--- config.mk ---
export PLATFORM = sky130hd
export DESIGN_NAME = soff_sub_csr_regs_flat
export DESIGN_NICKNAME = d
export VERILOG_FILES = /design/src/rtl/soff_csr_pkg.sv /design/src/rtl/sub_csr_if.sv /design/src/rtl/soff_csr_rd_pipe.sv /design/src/rtl/soff_sub_csr_regs.sv /design/src/flat_wrapper.sv
export SDC_FILE = /design/constraint.sdc
export NUM_CORES = 1
export LEC_CHECK = 0
export ABC_CLOCK_PERIOD_IN_PS = 5350
export BUFFER_PORTS_ARGS = -buffer_cell sky130_fd_sc_hd__buf_2
export CAP_MARGIN = 20
export CORE_AREA = 4 4 212 214
export DETAILED_ROUTE_END_ITERATION = 10
export DIE_AREA = 0 0 216 218
export PLACE_DENSITY = 0.83
export SYNTH_ARGS = -nofsm -noshare
export SYNTH_HDL_FRONTEND = slang
export SYNTH_SLANG_ARGS = --single-unit
--- constraint.sdc ---
create_clock -name clk -period 5.35 [get_ports clk]
set_clock_uncertainty 0.05 [all_clocks]
set_input_delay 1.07 -clock clk [delete_from_list [all_inputs] [get_ports clk]]
set_output_delay 1.07 -clock clk [all_outputs]
set_load 0.005 [all_outputs]
--- src/rtl/soff_csr_pkg.sv ---
// Shared definitions for SOFF sub-block CSR windows.
//   - register offsets inside a sub-block window (in 64-bit register units)
//   - CCI-P MMIO length encodings
//   - rx/tx MMIO structs carried by sub_csr_if
//   - t_csr_rd_req: decoded read request handed to the read response pipeline
package soff_csr_pkg;

    typedef logic [3:0] t_csr_idx;

    localparam t_csr_idx CSR_ID     = 4'd0;
    localparam t_csr_idx CSR_CTRL   = 4'd1;
    localparam t_csr_idx CSR_STATUS = 4'd2;
    localparam t_csr_idx CSR_CYCLE  = 4'd3;
    localparam t_csr_idx CSR_ARG0   = 4'd4;

    localparam logic [1:0] CCIP_LEN_4B  = 2'b00;
    localparam logic [1:0] CCIP_LEN_8B  = 2'b01;
    localparam logic [1:0] CCIP_LEN_64B = 2'b10;

    typedef struct packed {
        logic [15:0] address;   // MMIO dword address
        logic [1:0]  length;
        logic [8:0]  tid;
    } t_csr_rx_hdr;

    typedef struct packed {
        t_csr_rx_hdr hdr;
        logic [63:0] data;
        logic        wrValid;
        logic        rdValid;
    } t_csr_rx;

    typedef struct packed {
        logic [8:0] tid;
    } t_csr_tx_hdr;

    typedef struct packed {
        t_csr_tx_hdr hdr;
        logic [63:0] data;
        logic        mmioRdValid;
    } t_csr_tx;

    typedef struct packed {
        t_csr_idx   idx;
        logic       hi;     // upper dword selected (4B access)
        logic       is32;   // 4B access
        logic [8:0] tid;
    } t_csr_rd_req;

    // Byte lanes touched by a write: all 64 bits for 8B, one dword for 4B.
    function automatic logic [63:0] csr_lane_mask(input logic is32, input logic hi);
        logic [63:0] mask;
        if (!is32) begin
            mask = '1;
        end else if (hi) begin
            mask = {32'hFFFF_FFFF, 32'h0};
        end else begin
            mask = {32'h0, 32'hFFFF_FFFF};
        end
        return mask;
    endfunction

endpackage

--- src/rtl/sub_csr_if.sv ---
// MMIO link between the AFU CSR hub and one sub-block.
//   rx : decoded MMIO requests, hub -> sub-block
//   tx : read responses, sub-block -> hub
// Modports:
//   to_afu : sub-block side (rx in, tx out)
//   to_hub : hub side (rx out, tx in)
interface sub_csr_if;
    import soff_csr_pkg::*;

    t_csr_rx rx;
    t_csr_tx tx;

    modport to_afu (input rx, output tx);
    modport to_hub (output rx, input tx);

endinterface

--- src/rtl/soff_csr_rd_pipe.sv ---
// Two-stage MMIO read response pipeline.
//   Stage 1 registers the decoded request; stage 2 muxes register data (via rd_idx_o/rd_data_i)
//   and registers the tx response. One response per request, in order, no backpressure.
// Ports:
//   clk, reset   : clock, synchronous active-high reset (drops in-flight reads)
//   req_valid_i  : decoded read request valid this cycle
//   req_i        : decoded read request
//   rd_idx_o     : register index for the external read mux
//   rd_data_i    : 64-bit register value for rd_idx_o
//   tx_o         : registered read response
module soff_csr_rd_pipe
    import soff_csr_pkg::*;
(
    input  logic        clk,
    input  logic        reset,
    input  logic        req_valid_i,
    input  t_csr_rd_req req_i,
    output t_csr_idx    rd_idx_o,
    input  logic [63:0] rd_data_i,
    output t_csr_tx     tx_o
);

    logic        s1_valid_q, s1_valid_d;
    t_csr_rd_req s1_req_q, s1_req_d;
    t_csr_tx     tx_q, tx_d;
    logic [31:0] sel_dword;

    assign rd_idx_o = s1_req_q.idx;
    assign tx_o     = tx_q;

    always_comb begin
        s1_valid_d = req_valid_i;
        s1_req_d   = req_i;

        sel_dword = s1_req_q.hi ? rd_data_i[63:32] : rd_data_i[31:0];

        // Idle cycles drive an all-zero response.
        tx_d = '0;
        if (s1_valid_q) begin
            tx_d.mmioRdValid = 1'b1;
            tx_d.hdr.tid     = s1_req_q.tid;
            tx_d.data        = s1_req_q.is32 ? {sel_dword, sel_dword} : rd_data_i;
        end
    end

    always_ff @(posedge clk) begin
        if (reset) begin
            s1_valid_q <= 1'b0;
            s1_req_q   <= '0;
            tx_q       <= '0;
        end else begin
            s1_valid_q <= s1_valid_d;
            s1_req_q   <= s1_req_d;
            tx_q       <= tx_d;
        end
    end

endmodule

--- src/rtl/soff_sub_csr_regs.sv ---
// One SOFF sub-block's 64-bit CSR window on sub_csr_if.
//   offset 0 ID (RO), 1 CTRL (RW, bit0 = self-clearing start), 2 STATUS (W1C, sticky sets),
//   3 CYCLE (free-running, any write clears), 4.. ARGn (RW).
// Ports:
//   clk, reset  : clock, synchronous active-high reset
//   csr         : sub_csr_if.to_afu, rx requests in, tx read responses out
//   status_set  : one-cycle set pulses into STATUS
//   start_o     : one-cycle pulse after a CTRL write with bit0 set
//   ctrl_o      : CTRL register (bit0 always 0)
//   args_o      : argument registers, arg0 in [63:0]
module soff_sub_csr_regs
    import soff_csr_pkg::*;
#(
    parameter logic [15:0] BASE_ADDR = 16'h0040,
    parameter int unsigned NUM_ARGS  = 4,
    parameter logic [63:0] SUB_ID    = 64'h0
) (
    input  logic                   clk,
    input  logic                   reset,
    sub_csr_if.to_afu              csr,
    input  logic [63:0]            status_set,
    output logic                   start_o,
    output logic [63:0]            ctrl_o,
    output logic [NUM_ARGS*64-1:0] args_o
);

    localparam int unsigned NUM_REGS = 4 + NUM_ARGS;
    localparam logic [16:0] WIN_END  = {1'b0, BASE_ADDR} + 17'(2 * NUM_REGS);

    t_csr_rx     rx;
    t_csr_tx     tx;
    logic        hit, is32, hi, size_ok, wr_en, rd_en;
    t_csr_idx    idx;
    logic [63:0] wmask, wdata, w1c;

    logic [63:0] ctrl_q, ctrl_d;
    logic [63:0] status_q, status_d;
    logic [63:0] cycle_q, cycle_d;
    logic        start_q, start_d;
    logic [63:0] args_q [NUM_ARGS];
    logic [63:0] args_d [NUM_ARGS];

    t_csr_rd_req rd_req;
    t_csr_idx    rd_idx;
    logic [63:0] rd_data;

    assign rx    = csr.rx;
    assign csr.tx = tx;

    // Request decode. BASE_ADDR is window-aligned, so address bit0 is the dword select.
    always_comb begin
        hit     = (rx.hdr.address >= BASE_ADDR) && ({1'b0, rx.hdr.address} < WIN_END);
        is32    = (rx.hdr.length == CCIP_LEN_4B);
        size_ok = is32 || (rx.hdr.length == CCIP_LEN_8B);
        hi      = is32 && rx.hdr.address[0];
        idx     = t_csr_idx'((rx.hdr.address - BASE_ADDR) >> 1);
        wr_en   = rx.wrValid && hit && size_ok;
        // A simultaneous write wins; the read is dropped.
        rd_en   = rx.rdValid && !rx.wrValid && hit && size_ok;
        wmask   = csr_lane_mask(is32, hi);
        wdata   = is32 ? {2{rx.data[31:0]}} : rx.data;
    end

    // Register next-state
    always_comb begin
        ctrl_d  = ctrl_q;
        cycle_d = cycle_q + 64'd1;
        start_d = 1'b0;
        w1c     = '0;
        for (int i = 0; i < int'(NUM_ARGS); i++) begin
            args_d[i] = args_q[i];
        end

        if (wr_en) begin
            if (idx == CSR_CTRL) begin
                ctrl_d    = (ctrl_q & ~wmask) | (wdata & wmask);
                start_d   = ctrl_d[0];
                ctrl_d[0] = 1'b0;
            end
            if (idx == CSR_STATUS) begin
                w1c = wdata & wmask;
            end
            if (idx == CSR_CYCLE) begin
                cycle_d = '0;
            end
            for (int i = 0; i < int'(NUM_ARGS); i++) begin
                if (idx == t_csr_idx'(int'(CSR_ARG0) + i)) begin
                    args_d[i] = (args_q[i] & ~wmask) | (wdata & wmask);
                end
            end
        end

        // Set is applied after clear so a coincident set wins.
        status_d = (status_q & ~w1c) | status_set;
    end

    always_ff @(posedge clk) begin
        if (reset) begin
            ctrl_q   <= '0;
            status_q <= '0;
            cycle_q  <= '0;
            start_q  <= 1'b0;
            for (int i = 0; i < int'(NUM_ARGS); i++) begin
                args_q[i] <= '0;
            end
        end else begin
            ctrl_q   <= ctrl_d;
            status_q <= status_d;
            cycle_q  <= cycle_d;
            start_q  <= start_d;
            for (int i = 0; i < int'(NUM_ARGS); i++) begin
                args_q[i] <= args_d[i];
            end
        end
    end

    assign start_o = start_q;
    assign ctrl_o  = ctrl_q;

    always_comb begin
        args_o = '0;
        for (int i = 0; i < int'(NUM_ARGS); i++) begin
            args_o[i*64 +: 64] = args_q[i];
        end
    end

    // Read mux, indexed by the pipeline's stage-1 request
    always_comb begin
        rd_data = '0;
        case (rd_idx)
            CSR_ID:     rd_data = SUB_ID;
            CSR_CTRL:   rd_data = ctrl_q;
            CSR_STATUS: rd_data = status_q;
            CSR_CYCLE:  rd_data = cycle_q;
            default: begin
                for (int i = 0; i < int'(NUM_ARGS); i++) begin
                    if (rd_idx == t_csr_idx'(int'(CSR_ARG0) + i)) begin
                        rd_data = args_q[i];
                    end
                end
            end
        endcase
    end

    assign rd_req = '{idx: idx, hi: hi, is32: is32, tid: rx.hdr.tid};

    soff_csr_rd_pipe u_rd_pipe (
        .clk         (clk),
        .reset       (reset),
        .req_valid_i (rd_en),
        .req_i       (rd_req),
        .rd_idx_o    (rd_idx),
        .rd_data_i   (rd_data),
        .tx_o        (tx)
    );

`ifndef SYNTHESIS
    a_no_rd_wr: assert property (@(posedge clk) disable iff (reset)
        !(rx.rdValid && rx.wrValid))
        else $error("rdValid and wrValid asserted together");

    a_no_64b: assert property (@(posedge clk) disable iff (reset)
        !((rx.rdValid || rx.wrValid) && hit && (rx.hdr.length == CCIP_LEN_64B)))
        else $error("64B access to CSR window");
`endif

endmodule

--- src/flat_wrapper.sv ---
// flat-port wrapper written by rule: the top's interface ports become plain ports
module soff_sub_csr_regs_flat import soff_csr_pkg::*;
#(
    parameter logic [15:0] BASE_ADDR = 16'h0040,
    parameter int unsigned NUM_ARGS  = 4,
    parameter logic [63:0] SUB_ID    = 64'h0
)
  (clk, reset, status_set, start_o, ctrl_o, args_o, csr_rx, csr_tx);
  sub_csr_if csr_i ();
  input  logic clk;
  input  logic reset;
  input  logic [63:0] status_set;
  output logic start_o;
  output logic [63:0] ctrl_o;
  output logic [NUM_ARGS*64-1:0] args_o;
  input wire logic [$bits(csr_i.rx)-1:0] csr_rx;
  output wire logic [$bits(csr_i.tx)-1:0] csr_tx;
  assign csr_i.rx = csr_rx;
  assign csr_tx = csr_i.tx;
  soff_sub_csr_regs #(.BASE_ADDR(BASE_ADDR), .NUM_ARGS(NUM_ARGS), .SUB_ID(SUB_ID)) u_core (.clk(clk), .reset(reset), .csr(csr_i), .status_set(status_set), .start_o(start_o), .ctrl_o(ctrl_o), .args_o(args_o));
endmodule
==> results by group, run 1 <==
Outcome
  • Status: finished, final reports clean

Synthesis
  • Syn_nets: 2837
  • Yosys cell types: 54
  • Syn avg cell area: 8.72 um^2
  • Post-synth EDFFs: 0
  • FF+latch count, synth: roughly 540
  • Cell area after synthesis: 0.0233 mm^2
  • Ys flop type: dfxtp_1
  • Sequential area share after synthesis: 46.2%
  • Synth Warn #: 0
  • Gate Count Post-Synth: 2677
  • Synth async-reset ratio: 0%

Power
  • Register share of total power: a little under half
  • Clock Power Share: 44.6%
  • Internal power: between 0.006 and 0.007 W
  • Pwr dens: approximately 310 mW/mm^2
  • Leakage: 11.3 nW
  • Net Sw Frac: roughly a quarter
  • Comb pwr share: 8.1%
  • Maximum VDD drop: 253 uV
  • Sw Pwr: 0.00217 W

Timing
  • Hold Vio Cnt, Final: 0
  • Final Cycle Share: 62.0%
  • Setup TNS Final: 0 ns
  • Period minus WS final: 3.32 ns
  • Worst-Margin Slew: roughly 1.3 ns
  • Final Max Tran Viols: 0
  • Unrepaired setup endpoints after global routing: false
  • Setup violators final: 0
  • Max Clk Rate: 0.302 GHz
  • Relative slew slack: 13.2%
  • Worst hold margin: 0.371 ns

Critical path
  • Worst path cell trace: buf_4 > mux4_2 > nor2_1 > nor3_1 > a22oi_1 > nor2_1
  • Crit-path max FO: 52
  • R2R depth: 6
  • Worst EP arrival: between 3 and 4 ns
  • Worst Setup Start Kind: flip-flop
  • Reg2reg end: u_core.u_rd_pipe.tx_o[27]
  • Req. time, crit path: about 5.8 ns
  • Crit path kind: flip-flop to flip-flop
  • Reg2reg start: u_core.u_rd_pipe.rd_idx_o[0]
  • Reg2reg setup slack: between 2 and 2.5 ns
  • CP dominant cell by count: nor2_1
  • Crit. End Element: flip-flop
  • Slowest cell delay on critical path: 0.81 ns
  • Slowest stage cell, crit path: buf_4

Route
  • Post-route ant nets: 0
  • Vias per cell: 6.42
  • Total wire length: just over 100 mm
  • Vias: 24100
  • DRT iter0 DRCs: approximately 3200
  • Router iterations before antenna repair: 6
  • # DRC: 0
  • Wire per inst: 26.9 um

Floorplan
  • Initial core utilization: a little over half
  • Core Rows: 76
  • Core Region: 0.0429 mm^2
  • Ports: 554
  • Die ar.: approximately 0.047 mm^2
  • Chip height: 218 um
  • Die Wd: roughly 220 um

Global routing
  • Vias in the first global route: 22600
  • Global-route usage over all layers: 40.5%
  • Initial antenna violation count: 16
  • Pin count of the biggest net entering global routing: 120
  • Grt ovf: 0
  • First-pass GRT wire length: ~150 mm

Min path
  • Hold Crit Class: flip-flop to flip-flop
  • Min-delay src: u_core.u_rd_pipe.s1_req_q[1]
  • Hold Path End: u_core.u_rd_pipe.tx_o[66]
  • Worst Hold Depth: 1

Clock network
  • TritonCTS Buffers: between 50 and 60
  • TritonCTS clock tree: built
  • Insertion delay to the later sink of the worst-skew pair: 0.62 ns
  • Clock slew at reported path FFs: 0.07 ns
  • Hold Buf Count CTS: 0
  • CTS sink cnt: roughly 540
  • Clk buf depth: 3
  • Root buf cell: clkbuf_16
  • H-tree Lvls: 2
  • Post-CTS sizing: 0
  • Setup bufs post-CTS: 0

Final layout
  • Area delta synth->final: 21.2%
  • Fin nets: 3276
  • Fill cells: roughly 3500
  • Most common cell after layout, fill and taps aside: buf_2
  • Final Util: 65.9%
  • Share of layout cells above drive strength 1: 27.1%
  • Commonest non-fill, non-tap cells in the layout: buf_2, dfxtp_1, nor2_1

Job
  • Max-cap viol count: 0

Placement
  • GP Congestion: approximately 0.96
  • Final HPWL DP: slightly above 70 mm
  • Port-buffer cells: 552
==> power groups by stage <==
stage	sequential, W	clock, W	combinational (W)
global route	0.00409	0.00402	0.000724
floorplan	0.00415	0	0.000368
CTS	0.00408	0.00384	0.000665
detailed placement	0.00417	0	0.000662
finish	0.00408	0.00385	0.000701
global placement	0.00417	0	0.000649
==> cell type report <==
| type | instances | area (um^2) | share of cell area (%) |
|---|---|---|---|
| Multi-Input combinational cell | 1873 | 11600 | 40.9 |
| Sequential cell | 538 | 10800 | 38.1 |
| Timing Repair Buffer | 608 | 3230 | 11.4 |
| Clock buffer | 76 | 1550 | 5.47 |
| Tap cell | 585 | 732 | 2.59 |
| Clock inverter | 22 | 216 | 0.766 |
| Inverter | 41 | 154 | 0.544 |
| Antenna cell | 17 | 42.5 | 0.150 |
==> worst max-delay path, delay by kind of cell, from the launching register on <==
kind / cells / cell delay [ns]
AOI/OAI and AO/OA: 1 / 0.44
and+or+nand+nor: 3 / 0.57
DFF: 1 / 0.67
muxes: 1 / 0.59
buffers and inverters: 1 / 0.81
==> logic make-up after synthesis <==
family	synth area share, %
XOR/XNOR	1.43
adder cells (fa/ha/maj)	0.0536
buffers and inverters	4.72
AND/OR/NAND/NOR	19.3
other	0.0161
AO/OA/AOI/OAI	18.2
flip-flops	46.2
multiplexers	10.2
==> worst max-delay path by stage <==
stage	from	slack (ns)	end	cells past startpoint
after global placement	csr_rx[87]	1.67	u_core.cycle_q[42]	8
after global routing	csr_rx[87]	1.86	u_core.cycle_q[61]	8
after CTS	u_core.u_rd_pipe.rd_idx_o[0]	2.09	u_core.u_rd_pipe.tx_o[27]	6
after floorplan	csr_rx[87]	2.42	flip-flop	7
after detailed placement	csr_rx[87]	1.54	u_core.cycle_q[50]	8
final	u_core.u_rd_pipe.rd_idx_o[0]	2.03	u_core.u_rd_pipe.tx_o[27]	6
==> through the flow <==
stage	power, W	worst slack, ns	instance area, um^2	std cells
2_1_floorplan	0.00452	2.42	23300	2677
3_3_place_gp	0.00482	1.67	26400	3637
3_5_place_dp	0.00483	1.54	26400	3638
4_1_cts	0.00859	2.09	28200	3736
5_1_grt	0.00883	1.86	28300	3756
6_report	0.00864	2.03	28300	3760
==> per-layer routing <==
layer  track usage, %  vias to the layer above  routed length, um
li1                 -                    10400                  -
met2             62.0                     1849              44200
met4             25.0                        2               7300
met1             49.7                    11500              35900
met5                0                        -                 13
met3             13.5                      388              13600
==> synthesized netlist by cell type, types with 40 or more instances <==
cell | number | area share [%]
nor2b_1 | 48 | 1.3
nor2_1 | 435 | 7.0
mux2i_1 | 67 | 2.9
mux2_2 | 103 | 5.0
nand2_1 | 349 | 5.6
dfxtp_1 | 538 | 46
a21oi_1 | 197 | 4.2
o21ai_0 | 86 | 1.8
a22oi_1 | 48 | 1.5
inv_1 | 40 | 0.64
a211oi_1 | 160 | 5.1
clkbuf_1 | 167 | 2.7
a221oi_1 | 101 | 3.8
Note: power is estimated with default switching activity, not from simulation.
==> run 2, diff against run 1 <==
--- a/config.mk
+++ b/config.mk
@@ -5,13 +5,14 @@
 export SDC_FILE = /design/constraint.sdc
 export NUM_CORES = 1
 export LEC_CHECK = 0
-export ABC_CLOCK_PERIOD_IN_PS = 5350
+export ABC_CLOCK_PERIOD_IN_PS = 3000
 export BUFFER_PORTS_ARGS = -buffer_cell sky130_fd_sc_hd__buf_2
 export CAP_MARGIN = 20
-export CORE_AREA = 4 4 212 214
+export CORE_ASPECT_RATIO = 1.5
+export CORE_MARGIN = 4
+export CORE_UTILIZATION = 49
 export DETAILED_ROUTE_END_ITERATION = 10
-export DIE_AREA = 0 0 216 218
-export PLACE_DENSITY = 0.83
+export PLACE_DENSITY = 0.8
 export SYNTH_ARGS = -nofsm -noshare
 export SYNTH_HDL_FRONTEND = slang
 export SYNTH_SLANG_ARGS = --single-unit
==> constraint.sdc (replaced) <==
create_clock -name clk -period 3 [get_ports clk]
set_clock_uncertainty 0.05 [all_clocks]
set_input_delay 0.6 -clock clk [delete_from_list [all_inputs] [get_ports clk]]
set_output_delay 0.6 -clock clk [all_outputs]
set_load 0.005 [all_outputs]
==> run 2 against run 1 <==
Largest power group unchanged. Sequential power is 78% higher. Worst setup slack worse by 1.8 ns. Die area is 8.8% higher. Hold slack worse by 0.20 ns. Clock power is 82% higher. Total power is 82% higher.
==> results by group, run 2 (synthesis gave the netlist of run 1 again) <==
Final layout
  • Share of layout cells above drive strength 1: 29.0%
  • Commonest non-fill, non-tap cells in the layout: buf_2, dfxtp_1, nor2_1
  • Area delta synth->final: 25.1%
  • Final Util: 62.1%
  • Most common cell after layout, fill and taps aside: buf_2
  • Fin nets: 3355

Placement
  • Final HPWL DP: 75.3 mm
  • Dpl ws: -0.103 ns
  • Port-buffer cells: 552
  • GP Congestion: 0.994

Floorplan
  • Initial core utilization: 49.7%
  • Chip height: 275 um
  • Die ar.: 0.0512 mm^2
  • Core Rows: 97
  • Die Wd: 186 um
  • Ports: 554
  • Core Region: 0.0470 mm^2

Power
  • Maximum VDD drop: about 450 uV
  • Net Sw Frac: 24.8%
  • Leakage: 11.8 nW
  • Comb pwr share: 9.0%
  • Clock Power Share: 44.6%
  • Internal power: 0.0118 W
  • Pwr dens: 537 mW/mm^2
  • Final total power: 0.0157 W
  • Register share of total power: 46.4%
  • Sw Pwr: 0.00389 W

Job
  • Max-cap viol count: 0

Clock network
  • Post-CTS sizing: 0
  • Clock slew at reported path FFs: 0.07 ns
  • H-tree Lvls: 2
  • Clk buf depth: 3
  • CTS sink cnt: 538
  • Hold Buf Count CTS: 0
  • TritonCTS clock tree: built
  • Insertion delay to the later sink of the worst-skew pair: ~0.6 ns
  • TritonCTS Buffers: 50
  • Setup bufs post-CTS: 0
  • Root buf cell: clkbuf_16

Timing
  • Worst-Margin Slew: 1.12 ns
  • Unrepaired setup endpoints after global routing: false
  • Period minus WS final: 2.79 ns
  • Worst hold margin: 0.166 ns
  • Setup violators final: 0
  • Relative slew slack: 24.5%
  • Max Clk Rate: 0.358 GHz
  • Setup ws final: 0.209 ns
  • Final Max Tran Viols: 0
  • Final Cycle Share: around 93%
  • Hold Vio Cnt, Final: 0

Global routing
  • Pin count of the biggest net entering global routing: 186
  • Grt ovf: 0
  • Global-route usage over all layers: 38.2%
  • Initial antenna violation count: 9
  • First-pass GRT wire length: 147 mm
  • Vias in the first global route: between 20000 and 25000

Route
  • DRT iter0 DRCs: 2822
  • Vias per cell: around 6.2
  • Wire per inst: 26.8 um
  • # DRC: 0
  • Router iterations before antenna repair: 6
  • Total wire length: between 100 and 150 mm
  • Post-route ant nets: 0
  • Vias: ~24000

Critical path
  • Crit-path max FO: 27
  • Crit. End Element: flip-flop
  • Worst path cell trace: nor2_4 > buf_4 > a221oi_1 > o21ai_0 > a22oi_1 > nor2_1
  • Req. time, crit path: 3.42 ns
  • Worst Setup Start Kind: flip-flop
  • Slowest stage cell, crit path: o21ai_0
  • Worst EP arrival: 3.21 ns
  • Crit path kind: flip-flop to flip-flop
  • Slowest cell delay on critical path: approximately 0.62 ns

Min path
  • Hold Crit Class: input pin to flip-flop

Outcome
  • Status: finished, final reports clean
-- run 2: cell types whose count changed in the layout (fill, tap and decap cells not counted), sizes merged --
cell      change
bufinv        +2
clkinvlp      +2
clkbuf        -3
clkinv       -11
buf          +86
diode         -9
inv           -1
-- run 2: worst paths after layout --
| path | start | end | slack (ns) | cells past startpoint |
|---|---|---|---|---|
| min reg2reg | u_core.u_rd_pipe.s1_req_q[8] | u_core.u_rd_pipe.tx_o[73] | 0.38 | 1 |
| max | u_core.u_rd_pipe.rd_idx_o[1] | u_core.u_rd_pipe.tx_o[11] | 0.21 | 6 |
| min | csr_rx[69] | u_core.u_rd_pipe.s1_req_q[3] | 0.17 | 2 |
| max reg2reg | u_core.u_rd_pipe.rd_idx_o[1] | u_core.u_rd_pipe.tx_o[11] | 0.21 | 6 |
-- run 2: layout make-up --
| cell class | instances | area (um^2) |
|---|---|---|
| timing repair buffer | 691 | 4130 |
| clock inverter | 14 | 228 |
| sequential | 538 | 10800 |
| multi-input combinational | 1873 | 11600 |
| tap | 594 | 743 |
| antenna | 8 | 20.0 |
| fill | 4005 | 17800 |
| clock buffer | 76 | 1560 |
| inverter | 41 | 154 |
-- run 2: power by group through the flow --
stage	Clock, W	Sequential, W	Combinational [W]
6_report	0.00700	0.00728	0.00141
5_1_grt	0.00726	0.00728	0.00145
4_1_cts	0.00699	0.00727	0.00135
3_5_place_dp	0	0.00743	0.00135
3_3_place_gp	0	0.00743	0.00134
2_1_floorplan	0	0.00740	0.000656
-- run 2: worst max-delay path: cells and delay by family (launching register included) --
| kind | cells | cell delay (ns) |
|---|---|---|
| flip-flops | 1 | 0.51 |
| buffers and inverters | 1 | 0.37 |
| AND/OR/NAND/NOR | 2 | 0.79 |
| AO/OA/AOI/OAI | 3 | 0.93 |
-- run 2: per-layer routing --
layer  GRT usage (%)  wire length, um  vias up  share of wire, %
li1                -                -    10500                 -
met3            10.7            12300      407                12
met1            47.0            36400    11300                35
met2            57.6            44700     1671                44
met4            26.4             9210        4               9.0
met5               0               21        -             0.020
-- run 2: metrics by stage --
step,setup TNS (ns),instance area [um^2],instances
after detailed placement,-5.44,27400,3737
after global routing,0,29200,3833
final,0,29200,3835
after CTS,0,29200,3827
after global placement,-12.71,27400,3737
after floorplan,0,23300,2677
